[config.mk]
export PLATFORM = sky130hd
export DESIGN_NAME = cache_port_arbiter_flat
export DESIGN_NICKNAME = d
export VERILOG_FILES = /design/src/rtl/cache_port_arbiter_if.sv /design/src/rtl/cache_port_arbiter.sv /design/src/flat_wrapper.sv
export SDC_FILE = /design/constraint.sdc
export NUM_CORES = 1
export LEC_CHECK = 0
export BUFFER_PORTS_ARGS = -buffer_cell sky130_fd_sc_hd__buf_2
export CAP_MARGIN = 40
export CORE_ASPECT_RATIO = 0.9
export CORE_UTILIZATION = 45
export CTS_BUF_LIST = sky130_fd_sc_hd__clkbuf_2 sky130_fd_sc_hd__clkbuf_4 sky130_fd_sc_hd__clkbuf_8
export DETAILED_ROUTE_END_ITERATION = 10
export PLACE_DENSITY = 0.8
export REMOVE_ABC_BUFFERS = 1
export SYNTH_ARGS = -nofsm -noshare
export SYNTH_HDL_FRONTEND = slang
export SYNTH_SLANG_ARGS = --single-unit
export TNS_END_PERCENT = 5
[constraint.sdc]
create_clock -name clock -period 2 [get_ports clock]
set_input_delay 0 -clock clock [delete_from_list [all_inputs] [get_ports clock]]
set_output_delay 0 -clock clock [all_outputs]
set_load 0.02 [all_outputs]
[src/rtl/cache_port_arbiter_if.sv]
// Request, response and cache-side signals shared between the
// two requesters, the arbiter and the L1 cache port.
interface cache_port_arbiter_if #(
    parameter int INDEX_W = 2,
    parameter int TAG_W   = 8,
    parameter int DATA_W  = 8
);
    logic               req0_valid;
    logic               req0_mode;
    logic [INDEX_W-1:0] req0_index;
    logic [TAG_W-1:0]   req0_tag;
    logic [DATA_W-1:0]  req0_data;
    logic               req0_ready;

    logic               req1_valid;
    logic               req1_mode;
    logic [INDEX_W-1:0] req1_index;
    logic [TAG_W-1:0]   req1_tag;
    logic [DATA_W-1:0]  req1_data;
    logic               req1_ready;

    logic               rsp0_valid;
    logic               rsp1_valid;
    logic [DATA_W-1:0]  rsp_data;

    logic               cache_mode;
    logic [INDEX_W-1:0] cache_index;
    logic [TAG_W-1:0]   cache_tag;
    logic [DATA_W-1:0]  cache_data;
    logic [DATA_W-1:0]  cache_data_out;

    modport slave (
        input  req0_valid, req0_mode, req0_index, req0_tag, req0_data,
        input  req1_valid, req1_mode, req1_index, req1_tag, req1_data,
        input  cache_data_out,
        output req0_ready, req1_ready,
        output rsp0_valid, rsp1_valid, rsp_data,
        output cache_mode, cache_index, cache_tag, cache_data
    );

    modport master (
        output req0_valid, req0_mode, req0_index, req0_tag, req0_data,
        output req1_valid, req1_mode, req1_index, req1_tag, req1_data,
        output cache_data_out,
        input  req0_ready, req1_ready,
        input  rsp0_valid, rsp1_valid, rsp_data,
        input  cache_mode, cache_index, cache_tag, cache_data
    );
endinterface

[src/rtl/cache_port_arbiter.sv]
// Round-robin arbiter sharing one L1 cache port between two requesters;
// holds each granted request for HOLD_CYCLES, then returns the read data.
module cache_port_arbiter #(
    parameter int INDEX_W     = 2,
    parameter int TAG_W       = 8,
    parameter int DATA_W      = 8,
    parameter int HOLD_CYCLES = 4
) (
    input logic                clock,
    input logic                reset,
    cache_port_arbiter_if.slave bus
);
    localparam int CNT_W = $clog2(HOLD_CYCLES) + 1;
    localparam logic [CNT_W-1:0] CNT_INIT = CNT_W'(HOLD_CYCLES - 1);

    typedef enum logic [1:0] {
        IDLE,
        HOLD,
        RESP
    } state_t;

    state_t             state_q;
    logic               last_q;
    logic               sel_q;
    logic [CNT_W-1:0]   cnt_q;
    logic               mode_q;
    logic [INDEX_W-1:0] index_q;
    logic [TAG_W-1:0]   tag_q;
    logic [DATA_W-1:0]  data_q;
    logic [DATA_W-1:0]  rsp_data_q;
    logic               rsp0_q;
    logic               rsp1_q;

    logic               grant0;
    logic               grant1;
    logic               mode_d;
    logic [INDEX_W-1:0] index_d;
    logic [TAG_W-1:0]   tag_d;
    logic [DATA_W-1:0]  data_d;

    // last_q==1 means requester 1 was served last, so requester 0 wins a tie
    always_comb begin
        grant0 = bus.req0_valid & (~bus.req1_valid | last_q);
        grant1 = bus.req1_valid & ~grant0;
    end

    always_comb begin
        mode_d  = grant1 ? bus.req1_mode  : bus.req0_mode;
        index_d = grant1 ? bus.req1_index : bus.req0_index;
        tag_d   = grant1 ? bus.req1_tag   : bus.req0_tag;
        data_d  = grant1 ? bus.req1_data  : bus.req0_data;
    end

    assign bus.req0_ready  = (state_q == IDLE) & ~reset & grant0;
    assign bus.req1_ready  = (state_q == IDLE) & ~reset & grant1;
    assign bus.rsp0_valid  = rsp0_q;
    assign bus.rsp1_valid  = rsp1_q;
    assign bus.rsp_data    = rsp_data_q;
    assign bus.cache_mode  = mode_q;
    assign bus.cache_index = index_q;
    assign bus.cache_tag   = tag_q;
    assign bus.cache_data  = data_q;

    always_ff @(posedge clock) begin
        if (reset) begin
            state_q    <= IDLE;
            last_q     <= 1'b1;
            sel_q      <= 1'b0;
            cnt_q      <= '0;
            mode_q     <= 1'b0;
            index_q    <= '0;
            tag_q      <= '0;
            data_q     <= '0;
            rsp_data_q <= '0;
            rsp0_q     <= 1'b0;
            rsp1_q     <= 1'b0;
        end else begin
            rsp0_q <= 1'b0;
            rsp1_q <= 1'b0;
            unique case (state_q)
                IDLE: begin
                    mode_q <= 1'b0;
                    if (grant0 | grant1) begin
                        mode_q  <= mode_d;
                        index_q <= index_d;
                        tag_q   <= tag_d;
                        data_q  <= data_d;
                        sel_q   <= grant1;
                        last_q  <= grant1;
                        cnt_q   <= CNT_INIT;
                        state_q <= HOLD;
                    end
                end
                HOLD: begin
                    if (cnt_q != '0) begin
                        cnt_q <= cnt_q - 1'b1;
                    end else begin
                        rsp_data_q <= bus.cache_data_out;
                        rsp0_q     <= ~sel_q;
                        rsp1_q     <= sel_q;
                        state_q    <= RESP;
                    end
                end
                RESP: begin
                    mode_q  <= 1'b0;
                    state_q <= IDLE;
                end
                default: state_q <= IDLE;
            endcase
        end
    end
endmodule

[src/flat_wrapper.sv]
// flat-port wrapper written by rule: the top's interface ports become plain ports
module cache_port_arbiter_flat 
#(
    parameter int INDEX_W     = 2,
    parameter int TAG_W       = 8,
    parameter int DATA_W      = 8,
    parameter int HOLD_CYCLES = 4
)
  (clock, reset, bus_req0_valid, bus_req0_mode, bus_req0_index, bus_req0_tag, bus_req0_data, bus_req1_valid, bus_req1_mode, bus_req1_index, bus_req1_tag, bus_req1_data, bus_cache_data_out, bus_req0_ready, bus_req1_ready, bus_rsp0_valid, bus_rsp1_valid, bus_rsp_data, bus_cache_mode, bus_cache_index, bus_cache_tag, bus_cache_data);
  cache_port_arbiter_if #(.INDEX_W(INDEX_W), .TAG_W(TAG_W), .DATA_W(DATA_W)) bus_i ();
  input logic clock;
  input logic reset;
  input wire logic [$bits(bus_i.req0_valid)-1:0] bus_req0_valid;
  input wire logic [$bits(bus_i.req0_mode)-1:0] bus_req0_mode;
  input wire logic [$bits(bus_i.req0_index)-1:0] bus_req0_index;
  input wire logic [$bits(bus_i.req0_tag)-1:0] bus_req0_tag;
  input wire logic [$bits(bus_i.req0_data)-1:0] bus_req0_data;
  input wire logic [$bits(bus_i.req1_valid)-1:0] bus_req1_valid;
  input wire logic [$bits(bus_i.req1_mode)-1:0] bus_req1_mode;
  input wire logic [$bits(bus_i.req1_index)-1:0] bus_req1_index;
  input wire logic [$bits(bus_i.req1_tag)-1:0] bus_req1_tag;
  input wire logic [$bits(bus_i.req1_data)-1:0] bus_req1_data;
  input wire logic [$bits(bus_i.cache_data_out)-1:0] bus_cache_data_out;
  output wire logic [$bits(bus_i.req0_ready)-1:0] bus_req0_ready;
  output wire logic [$bits(bus_i.req1_ready)-1:0] bus_req1_ready;
  output wire logic [$bits(bus_i.rsp0_valid)-1:0] bus_rsp0_valid;
  output wire logic [$bits(bus_i.rsp1_valid)-1:0] bus_rsp1_valid;
  output wire logic [$bits(bus_i.rsp_data)-1:0] bus_rsp_data;
  output wire logic [$bits(bus_i.cache_mode)-1:0] bus_cache_mode;
  output wire logic [$bits(bus_i.cache_index)-1:0] bus_cache_index;
  output wire logic [$bits(bus_i.cache_tag)-1:0] bus_cache_tag;
  output wire logic [$bits(bus_i.cache_data)-1:0] bus_cache_data;
  assign bus_i.req0_valid = bus_req0_valid;
  assign bus_i.req0_mode = bus_req0_mode;
  assign bus_i.req0_index = bus_req0_index;
  assign bus_i.req0_tag = bus_req0_tag;
  assign bus_i.req0_data = bus_req0_data;
  assign bus_i.req1_valid = bus_req1_valid;
  assign bus_i.req1_mode = bus_req1_mode;
  assign bus_i.req1_index = bus_req1_index;
  assign bus_i.req1_tag = bus_req1_tag;
  assign bus_i.req1_data = bus_req1_data;
  assign bus_i.cache_data_out = bus_cache_data_out;
  assign bus_req0_ready = bus_i.req0_ready;
  assign bus_req1_ready = bus_i.req1_ready;
  assign bus_rsp0_valid = bus_i.rsp0_valid;
  assign bus_rsp1_valid = bus_i.rsp1_valid;
  assign bus_rsp_data = bus_i.rsp_data;
  assign bus_cache_mode = bus_i.cache_mode;
  assign bus_cache_index = bus_i.cache_index;
  assign bus_cache_tag = bus_i.cache_tag;
  assign bus_cache_data = bus_i.cache_data;
  cache_port_arbiter #(.INDEX_W(INDEX_W), .TAG_W(TAG_W), .DATA_W(DATA_W), .HOLD_CYCLES(HOLD_CYCLES)) u_core (.clock(clock), .reset(reset), .bus(bus_i));
endmodule
# Yosys cells after proc, flatten, opt, wreduce, memory -nomap -nowiden
# Cells that the tools add are included.
# Widths: inputs -> output; s select.
dict set report word_totals {
  mem_bits_ro 0
  latchBits 0
  n_memories 0
  ramBits 0
  output_inout_bits 31
  in_bits 50
  word_cells 51
  reg_bits 36
}
dict set report op_classes {
  shift 0
  magnitude_cmp 0
  n_mux 12
  add_sub_neg 1
  reduce_logical 9
  n_mul 0
  bitwise_logic 13
  eq_ne 5
  div 0
}
# op count
set op_table {}
lappend op_table {{$mux 8} 2}
lappend op_table {{$mux 2} 3}
lappend op_table {{$mux 3} 2}
lappend op_table {{$not 1->1} 6}
lappend op_table {{$pmux 3 s2} 1}
lappend op_table {{$reduce_and 2->1} 3}
lappend op_table {{$and 1x1->1} 5}
lappend op_table {{$ne 2x2->1 const B} 2}
lappend op_table {{$pmux 2 s2} 1}
lappend op_table {{$reduce_bool 2->1} 2}
lappend op_table {{$reduce_and 3->1} 1}
lappend op_table {{$reduce_bool 3->1} 1}
lappend op_table {{$reduce_or 3->1} 1}
lappend op_table {{$sub 3x1->3 const B} 1}
lappend op_table {{$eq 2x1->1 const B} 1}
lappend op_table {{$eq 2x2->1 const B} 1}
lappend op_table {{$logic_not 2->1} 1}
lappend op_table {{$mux 1} 2}
lappend op_table {{$ne 2x1->1 const B} 1}
lappend op_table {{$or 1x1->1} 2}
lappend op_table {{$pmux 1 s2} 1}

# Depth between registers and ports, before layout
# Gate-level depths: netlist of the first run.
dict set report logic_depth {
  depth_word 8
  depth_mapped 7
  mapped_depth_nobuf 6
}

# Least setup slack after synthesis of the first run
# Ideal clock, no wire load.
dict set report synth_timing {
  kind {reg-to-reg}
  from {reg u_core.cnt_q[0]}
  to {reg u_core.cnt_q[1]}
  stages_incl_launch_ff 7
  t_arrival_ns 1.314
  setup_ns 0.095
  period_less_slack_ns 1.409
  path_slack_ns 0.591
  path_cell_list {dfxtp_1 inv_1 ha_1 ha_1 nor3b_2 a21oi_2 a221oi_1}
}
dict set report synth_via {
  elab_chain_len 3
  elab_cells_between_ends 6
}
# element line
set synth_lines {}
lappend synth_lines {{from (decl)} cache_port_arbiter.sv:25} ;# logic [CNT_W-1:0] cnt_q;
lappend synth_lines {{from (signal assigned)} cache_port_arbiter.sv:96} ;# cnt_q <= cnt_q - 1'b1;
lappend synth_lines {{$sub 3x1->3 or $reduce_bool 3->1 (tied branches)} {cache_port_arbiter.sv:96, cache_port_arbiter.sv:95}}
lappend synth_lines {{$mux 3 or $ne 2x1->1 (tied branches)} --}
lappend synth_lines {{$pmux 3 s2 or $reduce_and 3->1 (tied branches)} --}
# Parallel ways exist; a longest one is shown, timed or not. The select of a mux whose other input is x is not followed.
# A chain may end at the register's enable or synchronous reset.

# Worst setup path in the final report of the first run
dict set report layout_timing {
  from {reg u_core.last_q}
  to {reg u_core.tag_q[6], in the netlist u_core.bus.cache_tag[6]}
}
dict set report layout_via {
  elab_chain_len 6
  elab_cells_between_ends 7
}
# element line
set layout_lines {}
lappend layout_lines {{from (decl)} cache_port_arbiter.sv:23} ;# logic last_q;
lappend layout_lines {{from (signal assigned)} cache_port_arbiter.sv:89} ;# last_q <= grant1;
lappend layout_lines {{$or 1x1->1 (*)} cache_port_arbiter.sv:43} ;# grant0 = bus.req0_valid & (~bus.req1_valid | last_q);
lappend layout_lines {{$and 1x1->1 (*)} cache_port_arbiter.sv:43}
lappend layout_lines {{$not 1->1} cache_port_arbiter.sv:44} ;# grant1 = bus.req1_valid & ~grant0;
lappend layout_lines {{$and 1x1->1} cache_port_arbiter.sv:44}
lappend layout_lines {{$or 1x1->1} cache_port_arbiter.sv:83} ;# if (grant0 | grant1) begin
lappend layout_lines {{$reduce_and 2->1 (no line)} --}
lappend layout_lines {{to (signal assigned)} cache_port_arbiter.sv:86} ;# tag_q <= tag_d;
lappend layout_lines {{to (decl)} cache_port_arbiter.sv:28} ;# logic [TAG_W-1:0] tag_q;
# Mark *: on every way between the ends. The rest lies on a longest branch, timed or not.

==> metrics.md, run 1 <==
| Metric | Value |
|---|---|
| Max Slew Vio Count | `0` |
| GP Congestion | `about 0.75` |
| Cells on worst reg2reg path | `5` |
| RR Endpoint | `u_core.bus.cache_tag[6]` |
| FILL cells | `257` |
| CTS tree | `yes` |
| Synth async-reset ratio | `0%` |
| RSZ-0062 raised after global routing | `no` |
| Share of cells above drive strength 1 | `42.4%` |
| Die height | `60.0 µm` |
| Reg area | `721 µm²` |
| Largest net degree at the start of global routing | `28` |
| GRT met3 Usage | `roughly 5.2%` |
| Post-synth EDFFs | `0` |
| H-tree levels | `2` |
| Clock Path Buffers | `2` |
| VDD IR max | `between 0.0005 and 0.0006 V` |
| Top_reg_cell synth | `dfxtp_1` |
| Commonest non-fill, non-tap cell in the layout | `buf_2` |
| Pwr dens | `about 850 nW/µm²` |
| DRT Pass-1 Iters | `4` |
| Resize count post-CTS | `0` |
| Cells after Synth | `178` |
| Synth Warn # | `0` |
| Final Hold Viols | `1` |
| Clk pin slew, worst setup/hold paths | `70 ps` |
| Setup slack, reg-to-reg | `150 ps` |
| Total GRT Usage | `23.4%` |
| FF-to-FF Start | `u_core.last_q` |
| Fmax | `roughly 0.54 GHz` |
| Setup Viol. Count Final | `0` |
| Tcrit/Tclk final | `92.4%` |
| Lkg Pwr | `1.23 nW` |
| Distinct cells, synth | `33` |
| Worst-margin pin slew | `728 ps` |
| Die footprint | `3980 µm²` |
| Starting Density | `48.3%` |
| Slew HR | `51.5%` |
| GR Layer Usage met2 | `44.2%` |
| DRC Markers | `0` |
| Detailed Place HPWL | `2630 µm` |
| Final setup TNS | `0 ps` |
| Mapped cell area | `about 1700 µm²` |
| Row count | `20` |
| I/O Pins | `81` |
| Failing checks | `hold timing` |
| Drt wl/cell | `12.9 µm` |
| WL final | `4380 µm` |
| Crit path capture | `u_core.bus.cache_tag[6]` |
| Setup CP Type | `register to register` |
| Initial antenna violation count | `0` |
| Maximum fanout along the worst path | `19` |
| Vias in the first global route | `approximately 1700` |
| Hold_ws | `-1.53 ps` |
| Total clock sinks | `36` |
| Avg Vias per Cell | `about 5.1` |
| Synth Area per Inst | `approximately 9.4 µm²` |
| Area occupied by multi-input gates | `roughly 830 µm²` |
| Post-synthesis sequential area ratio | `42.9%` |
| Fin util | `73.2%` |
| Worst Setup End Kind | `register` |
| Yosys reg bits | `36` |
| Gr busiest metal | `met2` |
| Max Cap Violations | `0` |
| Met1 Use GR | `26.8%` |
| Worst min path class | `input port to register` |
| Startpoint Class | `register` |
| Clock Tree Root | `clkbuf_8` |
| Worst path arrival time | `2070 ps` |
| Outcome | `complete, but fails checks` |
| Commonest non-fill, non-tap cells in the layout | `buf_2 (80), dfxtp_1 (36), dlygate4sd3_1 (32), nand2_1 (29), a21oi_1 (20)` |
| Hold path start | `bus_req1_tag[2]` |
| Fin Clk Skew | `7.36 ps` |
| # nets final | `346` |
| First-pass GRT wire length | `between 7000 and 8000 µm` |
| I/O Buffers | `80` |
| Tmin final | `1850 ps` |
| Die Width | `66.4 µm` |
| Critical Path Start | `u_core.last_q` |
| TritonCTS buffer count | `5` |
| Core ar. | `roughly 3500 µm²` |
| Area Overhead vs Synth | `51.5%` |
| Worst-Skew Late Latency | `280 ps` |
| Critical Path RT | `2220 ps` |
| Remaining Overflow, GRT | `0` |
| N_diodes | `0` |
| Via count | `about 1700` |
| Antenna viol nets, final | `0` |
| Initial drt markers | `29` |
worst min path at each step:
stage                                to  slack (ps)  cells after the start
2_1_floorplan  u_core.bus.cache_data[0]          70                      1
3_3_place_gp     u_core.bus.rsp_data[5]         230                      3
3_5_place_dp     u_core.bus.rsp_data[1]         240                      3
4_1_cts         u_core.bus.cache_tag[2]         0.7                      3
5_1_grt        u_core.bus.cache_data[4]           2                      3
6_report        u_core.bus.cache_tag[2]          -2                      3
report_power, final:
part / internal [W] / switching, W / total [W] / leakage (nW)
clock network: 0.000369 / 0.000252 / 0.000621 / 0.0541
logic: 0.000310 / 0.000372 / 0.000681 / 0.884
registers: 0.000805 / 0.0000496 / 0.000855 / 0.297
total: 0.00148 / 0.000674 / 0.00216 / 1.23
cells in the mapped netlist, types with 4 or more instances:
master / instances / area share, %
nand2_2: 9 / 3.4
mux2i_1: 8 / 4.8
buf_2: 5 / 1.5
a311oi_2: 10 / 8.9
nor3_1: 4 / 1.2
a21oi_1: 20 / 6.0
clkbuf_1: 4 / 0.89
nand2_1: 29 / 6.5
nor2_1: 12 / 2.7
a311oi_1: 8 / 4.2
inv_1: 4 / 0.89
dfxtp_1: 36 / 43
per-layer routing:
layer	part of all wire [%]	wire length [µm]
met5	0	0
met4	0	0
met3	4.9	214
met2	52	2260
met1	43	1900
flip-flops by register name, summed over array words and instances (netlist names), 2 cells and up:
signal                  cells
u_core.bus.cache_index      2
u_core.cnt_q                3
u_core.bus.cache_data       8
u_core.bus.rsp_data         8
u_core.bus.cache_tag        8
u_core.state_q              2
repair_timing:
item                                    4_1_cts  5_1_grt
hold endpoints to repair                     25        0
setup buffers                                 0        8
hold buffers                                 32        0
endpoints found under the setup margin        0        6
per-stage QoR:
stage	cell area [µm²]	worst slack (ps)	hold slack [ps]	total power, W	std cells
4_1_cts	2480	83.0	0.731	0.00212	331
5_1_grt	2540	43.6	2.27	0.00227	339
3_3_place_gp	2050	397	228	0.00143	291
2_1_floorplan	1570	509	67.9	0.00123	163
6_report	2540	152	-1.53	0.00216	339
3_5_place_dp	2050	355	240	0.00144	291
final cells by class:
class | instances | share of cell area (%)
repair buffers | 124 | 31.9
flip-flops and latches | 36 | 28.3
inverters | 4 | 0.590
clock inverters | 3 | 1.67
multi-input cells | 123 | 32.7
clock buffers | 5 | 2.70
well taps | 44 | 2.16
critical path, cell delays in order, from the launching register on:
cell and delay [ps]:
dfxtp_1 420, a21bo_1 140, buf_4 260, nand2_1 90, a311oi_1 290, dlygate4sd3_1 590
cell families (layout without fill, tap and decap cells):
| logic type | Yosys count | in the layout | synth area share (%) |
|---|---|---|---|
| buffers and inverters | 19 | 136 | 7.59 |
| AND/OR/NAND/NOR | 64 | 64 | 18.6 |
| flip-flops | 36 | 36 | 42.9 |
| multiplexers | 8 | 8 | 4.77 |
| AO/OA/AOI/OAI | 49 | 49 | 24.6 |
| adder cells (fa/ha/maj) | 2 | 2 | 1.49 |
(Power assumes the default switching activity.)
==> run 2: changes to the inputs <==
--- a/config.mk
+++ b/config.mk
@@ -10,6 +10,6 @@
 export CORE_ASPECT_RATIO = 0.9
-export CORE_UTILIZATION = 45
+export CORE_UTILIZATION = 47
 export CTS_BUF_LIST = sky130_fd_sc_hd__clkbuf_2 sky130_fd_sc_hd__clkbuf_4 sky130_fd_sc_hd__clkbuf_8
 export DETAILED_ROUTE_END_ITERATION = 10
-export PLACE_DENSITY = 0.8
+export PLACE_DENSITY = 0.83
 export REMOVE_ABC_BUFFERS = 1
==> constraint.sdc (replaced) <==
create_clock -name clock -period 2 [get_ports clock]
set_input_delay 0.1 -clock clock [delete_from_list [all_inputs] [get_ports clock]]
set_output_delay 0.1 -clock clock [all_outputs]
set_load 0.02 [all_outputs]
==> metrics.md, run 2 (synthesis gave the netlist of run 1 again) <==
| Metric | Value |
|---|---|
| Antenna viol nets, final | `0` |
| Worst hold path depth | `3` |
| TritonCTS buffer count | `5` |
| Detailed Place HPWL | `approximately 2700 µm` |
| Sequential share of power | `41.9%` |
| Starting Density | `49.4%` |
| Cells on worst reg2reg path | `6` |
| Total clock sinks | `36` |
| Combinational group share of total power | `27.7%` |
| Tcrit/Tclk final | `83.5%` |
| Commonest non-fill, non-tap cells in the layout | `buf_2 (80), dfxtp_1 (36), nand2_1 (29), a21oi_1 (20), nor2_1 (12)` |
| Setup CP Type | `register to register` |
| # hold bufs at CTS | `0` |
| Slew HR | `53.2%` |
| Clock Path Buffers | `2` |
| Critical Path RT | `2150 ps` |
| Largest net degree at the start of global routing | `32` |
| Startpoint Class | `register` |
| Outcome | `completed` |
| Worst-Skew Late Latency | `280 ps` |
| Setup slack, reg-to-reg | `330 ps` |
| N_diodes | `0` |
| Drt wl/cell | `12.6 µm` |
| Total GRT Usage | `21.1%` |
| Setup Viol. Count Final | `0` |
| GP Congestion | `between 0.7 and 0.8` |
| Die height | `58.7 µm` |
| Vias in the first global route | `1403` |
| Worst-margin pin slew | `~700 ps` |
| Die Width | `65.0 µm` |
| Lkg Pwr | `1.05 nW` |
| Worst Setup End Kind | `register` |
| Crit path capture | `u_core.bus.rsp_data[6]` |
| Core ar. | `3400 µm²` |
| Commonest non-fill, non-tap cell in the layout | `buf_2` |
| Area occupied by multi-input gates | `~830 µm²` |
| I/O Buffers | `80` |
| Row count | `20` |
| Remaining Overflow, GRT | `0` |
| RR Endpoint | `u_core.bus.rsp_data[6]` |
| Maximum fanout along the worst path | `10` |
| Share of cells above drive strength 1 | `a little under half` |
| Die footprint | `3820 µm²` |
| CTS tree | `yes` |
| WL final | `3760 µm` |
| I/O Pins | `81` |
| Pwr dens | `943 nW/µm²` |
| First-pass GRT wire length | `6070 µm` |
| Via count | `1533` |
| VDD IR max | `0.000545 V` |
| Sw Pwr | `0.000643 W` |
| H-tree levels | `2` |
| FILL cells | `300` |
| Fmax | `roughly 0.60 GHz` |
| DRC Markers | `0` |
| Avg Vias per Cell | `5.13` |
| RSZ-0062 raised after global routing | `no` |
| Critical Path Start | `u_core.cnt_q[0]` |
| Initial drt markers | `43` |
| # nets final | `306` |
| Reg area | `721 µm²` |
| Hold_ws | `roughly 45 ps` |
| Final worst slack | `around 330 ps` |
| Tmin final | `1670 ps` |
| Resize count post-CTS | `0` |
| Area Overhead vs Synth | `28.8%` |
| Initial antenna violation count | `0` |
| Worst min path class | `input port to register` |
| FF-to-FF Start | `u_core.cnt_q[0]` |
| Placement Setup Slack | `327 ps` |
| Max Slew Vio Count | `0` |
| Final setup TNS | `0 ps` |
| Postcts setup bufs | `0` |
| Hold path start | `bus_cache_data_out[3]` |
| Clk pin slew, worst setup/hold paths | `70 ps` |
| DRT Pass-1 Iters | `4` |
| Fin Clk Skew | `3.56 ps` |
| Max Cap Violations | `0` |
| Final Hold Viols | `0` |
| Internal | `0.00140 W` |
| Worst path arrival time | `approximately 1800 ps` |
| Clock share of power | `30.5%` |
| Net Sw Frac | `31.5%` |
| Clock Tree Root | `clkbuf_8` |
-- run 2: cell types whose count changed in the layout (fill, tap and decap cells not counted) --
| cell | previous run | this run |
|---|---|---|
| buf_4 | 12 | 4 |
| dlygate4sd3_1 | 32 | 0 |
-- run 2: power groups by stage --
stage          Clock (W)  Combinational (W)  Sequential (W)
2_1_floorplan          0           0.000283        0.000950
3_3_place_gp           0           0.000561        0.000867
3_5_place_dp           0           0.000569        0.000868
4_1_cts         0.000636           0.000570        0.000853
5_1_grt         0.000672           0.000616        0.000865
6_report        0.000622           0.000565        0.000854
-- run 2: how the worst min path moves through the flow --
stage | to | slack (ps)
floorplan | u_core.bus.cache_data[0] | 170
global placement | u_core.bus.rsp_data[4] | 330
detailed placement | u_core.bus.rsp_data[3] | 340
CTS | u_core.bus.rsp_data[3] | 40
global route | u_core.bus.rsp_data[4] | 40
finish | u_core.bus.rsp_data[3] | 40
-- run 2: critical path, stage by stage (launching register included) --
cell	delay (ps)
dfxtp_1	330
inv_1	60
ha_1	200
ha_1	200
nand3b_1	440
mux2i_1	260
nor2_1	60
-- run 2: stage by stage --
stage               util [%]  std cells  total power, W  cell area [µm²]
global route            63.6        299         0.00215             2160
detailed placement      60.3        291         0.00144             2050
finish                  63.6        299         0.00204             2160
floorplan                  -        163         0.00123             1570
CTS                     63.6        299         0.00206             2160
global placement        60.3        291         0.00143             2050
-- run 2: final cells by class --
| cell class | count | area share [%] |
|---|---|---|
| Timing Repair Buffer | 84 | 19.9 |
| Multi-Input combinational cell | 123 | 38.4 |
| Clock inverter | 3 | 1.97 |
| Inverter | 4 | 0.694 |
| Sequential cell | 36 | 33.3 |
| Tap cell | 44 | 2.54 |
| Clock buffer | 5 | 3.18 |
-- run 2: routing by layer --
metal / vias up / share of wire, % / track usage [%]
met1: 705 / 44 / 25.3
met5: - / 0 / 0
met2: 42 / 50 / 35.1
li1: 780 / - / -
met3: 6 / 5.3 / 5.62
met4: 0 / 0.82 / 10.2
